## config.mk

```make
export PLATFORM = sky130hd
export DESIGN_NAME = mem_ctrl_arb
export DESIGN_NICKNAME = d
export VERILOG_FILES = /design/src/rtl/mem_ctrl_arb.sv
export SDC_FILE = /design/constraint.sdc
export NUM_CORES = 1
export LEC_CHECK = 0
export CORE_MARGIN = 1
export CORE_UTILIZATION = 49
export CTS_BUF_LIST = sky130_fd_sc_hd__clkbuf_8
export DETAILED_ROUTE_END_ITERATION = 7
export PLACE_DENSITY = 0.88
export SLEW_MARGIN = 20
export SYNTH_ARGS = -nofsm -noshare
export SYNTH_HDL_FRONTEND = slang
export SYNTH_SLANG_ARGS = --single-unit
export TNS_END_PERCENT = 30
```

## constraint.sdc

```tcl
create_clock -name clk -period 14.1 [get_ports clk]
set_input_delay 2.115 -clock clk [delete_from_list [all_inputs] [get_ports clk]]
set_output_delay 2.115 -clock clk [all_outputs]
set_load 0.005 [all_outputs]
```

## src/rtl/mem_ctrl_arb.sv

```systemverilog
// Byte-serial memory controller arbitrating icache line fills and LSB loads/stores
// onto a single-port, one-byte-per-cycle RAM/IO bus.
module mem_ctrl_arb #(
    parameter int          ADDR_WIDTH = 32,
    parameter int          LINE_BYTES = 4,
    parameter int unsigned IO_BASE    = 32'h30000,
    parameter int          FAIR       = 0
) (
    input  logic                    clk,
    input  logic                    rst_in,
    input  logic                    rdy_in,
    input  logic                    flush,
    input  logic                    io_buffer_full,
    input  logic [7:0]              mem_din,
    output logic [7:0]              mem_dout,
    output logic [ADDR_WIDTH-1:0]   mem_a,
    output logic                    mem_wr,
    input  logic                    if_req,
    input  logic [ADDR_WIDTH-1:0]   if_addr,
    output logic                    if_done,
    output logic [LINE_BYTES*8-1:0] if_data,
    input  logic                    lsb_req,
    input  logic                    lsb_wr,
    input  logic [ADDR_WIDTH-1:0]   lsb_addr,
    input  logic [1:0]              lsb_size,
    input  logic                    lsb_signed,
    input  logic [31:0]             lsb_wdata,
    output logic                    lsb_done,
    output logic [31:0]             lsb_rdata,
    output logic                    busy
);
    localparam int IW = $clog2(LINE_BYTES + 1);
    localparam logic [ADDR_WIDTH-1:0] IO_BASE_A = ADDR_WIDTH'(IO_BASE);

    typedef enum logic [1:0] {IDLE, RD, WR, DONE} state_t;

    state_t                  state;
    logic [ADDR_WIDTH-1:0]   base;
    logic [IW-1:0]           nbytes;
    logic [IW-1:0]           iss;
    logic [IW-1:0]           cap;
    logic                    pend;
    logic                    is_lsb;
    logic                    rr_if;
    logic                    sgn;
    logic [1:0]              size_q;
    logic [31:0]             wdata;
    logic [LINE_BYTES*8-1:0] line;
    logic [LINE_BYTES*8-1:0] line_nx;
    logic [ADDR_WIDTH-1:0]   iss_addr;
    logic                    io_stall;
    logic                    grant_lsb;
    logic [IW-1:0]           size_n;

    function automatic logic [31:0] load_ext(input logic [31:0] raw, input logic [1:0] sz,
                                             input logic sg);
        case (sz)
            2'b00:   return {{24{sg & raw[7]}}, raw[7:0]};
            2'b01:   return {{16{sg & raw[15]}}, raw[15:0]};
            default: return raw;
        endcase
    endfunction

    assign iss_addr  = base + ADDR_WIDTH'(iss);
    assign io_stall  = (state == WR) && (iss_addr >= IO_BASE_A) && io_buffer_full;
    // rr_if set means the icache is favoured on the next contested grant
    assign grant_lsb = lsb_req && (!if_req || (FAIR == 0) || !rr_if);
    assign busy      = (state != IDLE);

    always_comb begin
        case (lsb_size)
            2'b00:   size_n = IW'(1);
            2'b01:   size_n = IW'(2);
            default: size_n = IW'(4);
        endcase
    end

    always_comb begin
        line_nx = line;
        for (int k = 0; k < LINE_BYTES; k++) begin
            if (IW'(k) == cap) line_nx[8*k +: 8] = mem_din;
        end
    end

    always_comb begin
        mem_a    = '0;
        mem_wr   = 1'b0;
        mem_dout = 8'h00;
        if (state == RD && iss < nbytes) begin
            mem_a = iss_addr;
        end else if (state == WR && !io_stall) begin
            mem_a    = iss_addr;
            mem_wr   = rdy_in;
            mem_dout = wdata[{iss[1:0], 3'b000} +: 8];
        end
    end

    always_ff @(posedge clk) begin
        if (rst_in) begin
            state     <= IDLE;
            iss       <= '0;
            cap       <= '0;
            nbytes    <= '0;
            pend      <= 1'b0;
            is_lsb    <= 1'b0;
            rr_if     <= 1'b0;
            if_done   <= 1'b0;
            lsb_done  <= 1'b0;
            if_data   <= '0;
            lsb_rdata <= '0;
        end else begin
            if_done  <= 1'b0;
            lsb_done <= 1'b0;
            case (state)
                IDLE: begin
                    if (rdy_in && !flush && (if_req || lsb_req)) begin
                        is_lsb <= grant_lsb;
                        rr_if  <= grant_lsb;
                        base   <= grant_lsb ? lsb_addr : if_addr;
                        nbytes <= grant_lsb ? size_n : IW'(LINE_BYTES);
                        sgn    <= lsb_signed;
                        size_q <= lsb_size;
                        wdata  <= lsb_wdata;
                        iss    <= '0;
                        cap    <= '0;
                        pend   <= 1'b0;
                        state  <= (grant_lsb && lsb_wr) ? WR : RD;
                    end
                end
                RD: begin
                    if (flush) begin
                        state <= IDLE;
                    end else if (!rdy_in) begin
                        // the byte in flight is lost; re-issue from the oldest uncaptured one
                        iss  <= cap;
                        pend <= 1'b0;
                    end else begin
                        pend <= (iss < nbytes);
                        if (iss < nbytes) iss <= iss + IW'(1);
                        if (pend) begin
                            line <= line_nx;
                            cap  <= cap + IW'(1);
                            if (cap == nbytes - IW'(1)) begin
                                state <= DONE;
                                if (is_lsb) begin
                                    lsb_done  <= 1'b1;
                                    lsb_rdata <= load_ext(line_nx[31:0], size_q, sgn);
                                end else begin
                                    if_done <= 1'b1;
                                    if_data <= line_nx;
                                end
                            end
                        end
                    end
                end
                WR: begin
                    // stores are committed, so flush does not interrupt them
                    if (rdy_in && !io_stall) begin
                        iss <= iss + IW'(1);
                        if (iss == nbytes - IW'(1)) begin
                            state    <= DONE;
                            lsb_done <= 1'b1;
                        end
                    end
                end
                // done pulse is already out; leave even when stalled so it stays one cycle
                default: state <= IDLE;
            endcase
        end
    end
endmodule

```

==> flow_results.org <==
** Clock network
- TritonCTS buffer count :: 17
- Clock-pin slew was measured on the worst setup and hold paths at 0.11 ns.
- Post-CTS Repair Setup Buffers :: 0
- Number of clock sinks :: 178
- Clock latency at the later pin of the worst-skew pair :: 0.47 ns
- TritonCTS built the clock tree.
- Count of instances resized after the clock tree is built :: 0
- The number of hold buffers added after CTS was 0.
- CTS built an H-tree with a depth of 4.
- Counting along the longest clock path gives a buffer depth of 2.
- Clock tree root driver cell :: sky130_fd_sc_hd__clkbuf_8

** Logic synthesis
- Synth warn :: 0
- Top post-synthesis cells by count :: 121 x sky130_fd_sc_hd__nor2_1, 99 x sky130_fd_sc_hd__edfxtp_1, 79 x sky130_fd_sc_hd__dfxtp_1
- Of all flip-flops after synthesis, the portion carrying an async set or reset was 0%.
- Most common flop cell mapped by yosys :: sky130_fd_sc_hd__edfxtp_1
- sky130_fd_sc_hd__edfxtp_1 takes more of the synthesized area than any other cell.
- Count leader, synth :: sky130_fd_sc_hd__nor2_1
- Post-synth cell types :: 53
- The cell area that synthesis handed to floorplanning was 0.00847 sq mm.
- Dividing the synthesized area by the synthesized cell count gives 11.2 sq um.
- Counting flops with a built-in enable in the synthesized netlist gives 99.
- Synthesis handed over a netlist of 758 instances.
- Register bit count reported by yosys :: 178
- Net count of the mapped netlist :: 891
- Share of the yosys chip area belonging to registers :: 53.8%
- Area contributors post-synth :: sky130_fd_sc_hd__edfxtp_1 35%, sky130_fd_sc_hd__dfxtp_1 19%, sky130_fd_sc_hd__mux2_2 7.4%
- After synthesis, the largest area contributor takes up 35.1% of total cell area.

** Power and ir drop
- Static leakage power :: 3.76 nW
- Cell Pwr Density :: 102 mW/mm^2
- IR analysis of the VDD net gives a maximum drop of 63.4 uV.

** Floorplanning
- Width of the chip :: 133 um
- Area of the core :: 0.0167 sq mm
- Chip height :: 133 um
- In this run the count of I/O pins placed on the die edge is 223.
- For this configuration, the core starts out at a cell density of 50.7%.
- Number of placement rows :: 47
- The die covers 0.0178 sq mm.

** Final layout
- Relative area change from synthesis to final layout :: 33.6%
- The number of antenna diodes in the final layout is 0.
- In the final layout, the share of cells above drive strength 1 is 12.2%.
- The final layout contains 1098 nets.

** Timing
- Final cycle utilization of the critical path :: 50.4%
- Relative slew slack :: 38.5%
- Unrepaired setup endpoints after global routing :: false
- Sum of negative setup slack :: 0 ns
- Setup slack closes at 6.99 ns.
- At the pin with the least slew margin, the transition time is 0.915 ns.
- Final hold violation count :: 0
- The clock period could shrink to 7.11 ns.
- The max-slew violation count is 0.
- Setup violations remaining at the end of the flow were counted as 0.
- Clock tree skew after final layout :: 0.0166 ns
- Upper clock frequency limit :: 141 MHz

** Routing
- In the routed layout, each cell is associated on average with a via count of 5.44.
- For this block, the initial DRC count from the detailed router was 502.
- DRC violation count after routing :: 0
- The routed design has 21.4 mm of wire.
- Routed WL per cell :: 17.8 um
- The detail route stage leaves a number of antenna-violating nets equal to 0.
- The pre-antenna-repair detailed-routing pass consisted of 5 iterations.
- For this block, the via count after detailed routing is 6518.

** Global route
- The via count of the first global-routing pass was 6517.
- Entering global routing, the biggest net connects 84 pins.
- Summed over all layers, the global routing overflow is 0.
- Global router's overall resource usage :: 24.6%
- Wire length of the first global-routing pass :: 33.9 mm
- The initial antenna violation count was 0.

** Setup path
- For the worst setup path, the data required time is 11.98 ns.
- STA classifies the critical path endpoint as a primary output.
- Crit Path Category :: register to primary output
- The endpoint identified for the worst register-to-register timing path is state[1].
- Tracing the worst setup path back leads to its startpoint at iss[0].
- Length in cells of the worst reg-to-reg path :: 10
- Worst Setup Start Kind :: register
- The setup check on the worst reg-to-reg path leaves a slack of 10.13 ns.
- Worst r2r src :: iss[0]
- Data arrival time of the worst path :: 5.00 ns
- The critical path ends at mem_dout[2].
- Of all nets on the critical path, the largest fanout is 13.

** Placed design
- Port Buffer Count :: 222
- Gpl congestion :: 0.911
- Pre-CTS setup slack :: 7.55 ns
- After legalization and detailed placement, the total HPWL measured 15.2 mm.

** Worst hold path
- HP Class :: register to register

** Outcome
- The run finished with clean final reports.

** Job
- Number of max-cap violations :: 0
==> flip-flops by register name, indices dropped and copies added, names as in the netlist, 2 cells and up <==
signal     count
nbytes         3
iss            3
state          2
lsb_rdata     32
size_q         2
line          32
base          32
cap            3
wdata         32
if_data       32
==> layout by cell type, fill, tap and decap left out, types with 5 or more instances in the layout <==
master,netlist,layout
sky130_fd_sc_hd__nand2_1,48,48
sky130_fd_sc_hd__mux2_2,56,56
sky130_fd_sc_hd__and2_1,5,5
sky130_fd_sc_hd__mux4_2,8,8
sky130_fd_sc_hd__nand3_1,17,17
sky130_fd_sc_hd__nand2b_1,6,6
sky130_fd_sc_hd__a211oi_1,34,34
sky130_fd_sc_hd__ha_1,17,17
sky130_fd_sc_hd__dfxtp_1,79,79
sky130_fd_sc_hd__and3_1,8,8
sky130_fd_sc_hd__nor4_1,5,5
sky130_fd_sc_hd__mux2i_1,43,43
sky130_fd_sc_hd__nor2b_1,17,17
sky130_fd_sc_hd__o21ai_0,7,7
sky130_fd_sc_hd__xor2_1,14,14
sky130_fd_sc_hd__clkinv_8,0,6
sky130_fd_sc_hd__clkbuf_8,0,17
sky130_fd_sc_hd__clkdlybuf4s50_1,0,221
sky130_fd_sc_hd__xnor2_1,22,22
sky130_fd_sc_hd__inv_1,26,26
sky130_fd_sc_hd__nor3_1,14,11
sky130_fd_sc_hd__nand4_1,6,6
sky130_fd_sc_hd__nor2_1,121,120
sky130_fd_sc_hd__buf_4,0,7
sky130_fd_sc_hd__a21oi_1,21,21
sky130_fd_sc_hd__nor3_2,3,6
sky130_fd_sc_hd__edfxtp_1,99,99
==> worst min-delay path by stage <==
stage / from / to / cells after the start
global placement: nbytes[1] / nbytes[1] / 2
CTS: nbytes[1] / nbytes[1] / 2
global route: nbytes[1] / nbytes[1] / 2
finish: nbytes[1] / nbytes[1] / 2
detailed placement: nbytes[1] / nbytes[1] / 2
floorplan: nbytes[1] / nbytes[1] / 2
==> final cells by class <==
class                      instances  area, sq um
timing repair buffer             229         2270
tap                              220          275
clock inverter                    15          204
inverter                          26         97.6
clock buffer                      17          234
fill                            1258         5380
sequential                       178         4550
multi-input combinational        513         3680
==> logic make-up (layout without fill, tap and decap cells) <==
logic type               Yosys count  in the layout  synth area share, %
AND/OR/NAND/NOR                  267            267                 14.8
AO/OA/AOI/OAI                     83             83                 7.02
flip-flops                       178            178                 53.8
XOR/XNOR                          36             36                 3.72
buffers and inverters             67            287                 3.01
adder cells (fa/ha/maj)           18             18                 2.75
multiplexers                     109            109                 14.9
==> report_power, final <==
| group | internal [W] | switching (W) |
|---|---|---|
| sequential | 0.000565 | 0.0000127 |
| clock | 0.000141 | 0.000226 |
| combinational | 0.000110 | 0.000102 |
| total | 0.000816 | 0.000341 |
==> layer usage <==
metal	vias up	routed length [um]	global-route usage [%]
met5	-	0	0
li1	3118	-	-
met3	37	1300	5.59
met2	226	10700	42.4
met1	3137	8840	30.0
met4	0	508	9.03
==> worst max-delay path, stage by stage (launching register included) <==
cell	delay, ns
sky130_fd_sc_hd__dfxtp_1	0.82
sky130_fd_sc_hd__ha_1	0.32
sky130_fd_sc_hd__fa_1	0.22
sky130_fd_sc_hd__a21oi_1	0.12
sky130_fd_sc_hd__nor2_1	0.36
sky130_fd_sc_hd__nand3_1	0.18
sky130_fd_sc_hd__or4b_1	0.52
sky130_fd_sc_hd__a22o_1	0.24
sky130_fd_sc_hd__o41ai_4	0.50
sky130_fd_sc_hd__nand3b_1	0.42
sky130_fd_sc_hd__nor2b_1	0.28
sky130_fd_sc_hd__clkdlybuf4s50_1	0.54
==> metrics by stage <==
| stage | std cells | hold slack [ns] | area, sq um | utilization [%] | power, W |
|---|---|---|---|---|---|
| 2_1_floorplan | 758 | 0.432 | 8470 | - | 0.000699 |
| 3_3_place_gp | 1166 | 0.440 | 10900 | 65.1 | 0.000793 |
| 6_report | 1198 | 0.487 | 11300 | 67.8 | 0.00116 |
| 3_5_place_dp | 1166 | 0.468 | 10900 | 65.1 | 0.000800 |
| 4_1_cts | 1198 | 0.484 | 11300 | 67.8 | 0.00116 |
| 5_1_grt | 1198 | 0.517 | 11300 | 67.8 | 0.00120 |
Power figures use the tool's default switching activity.
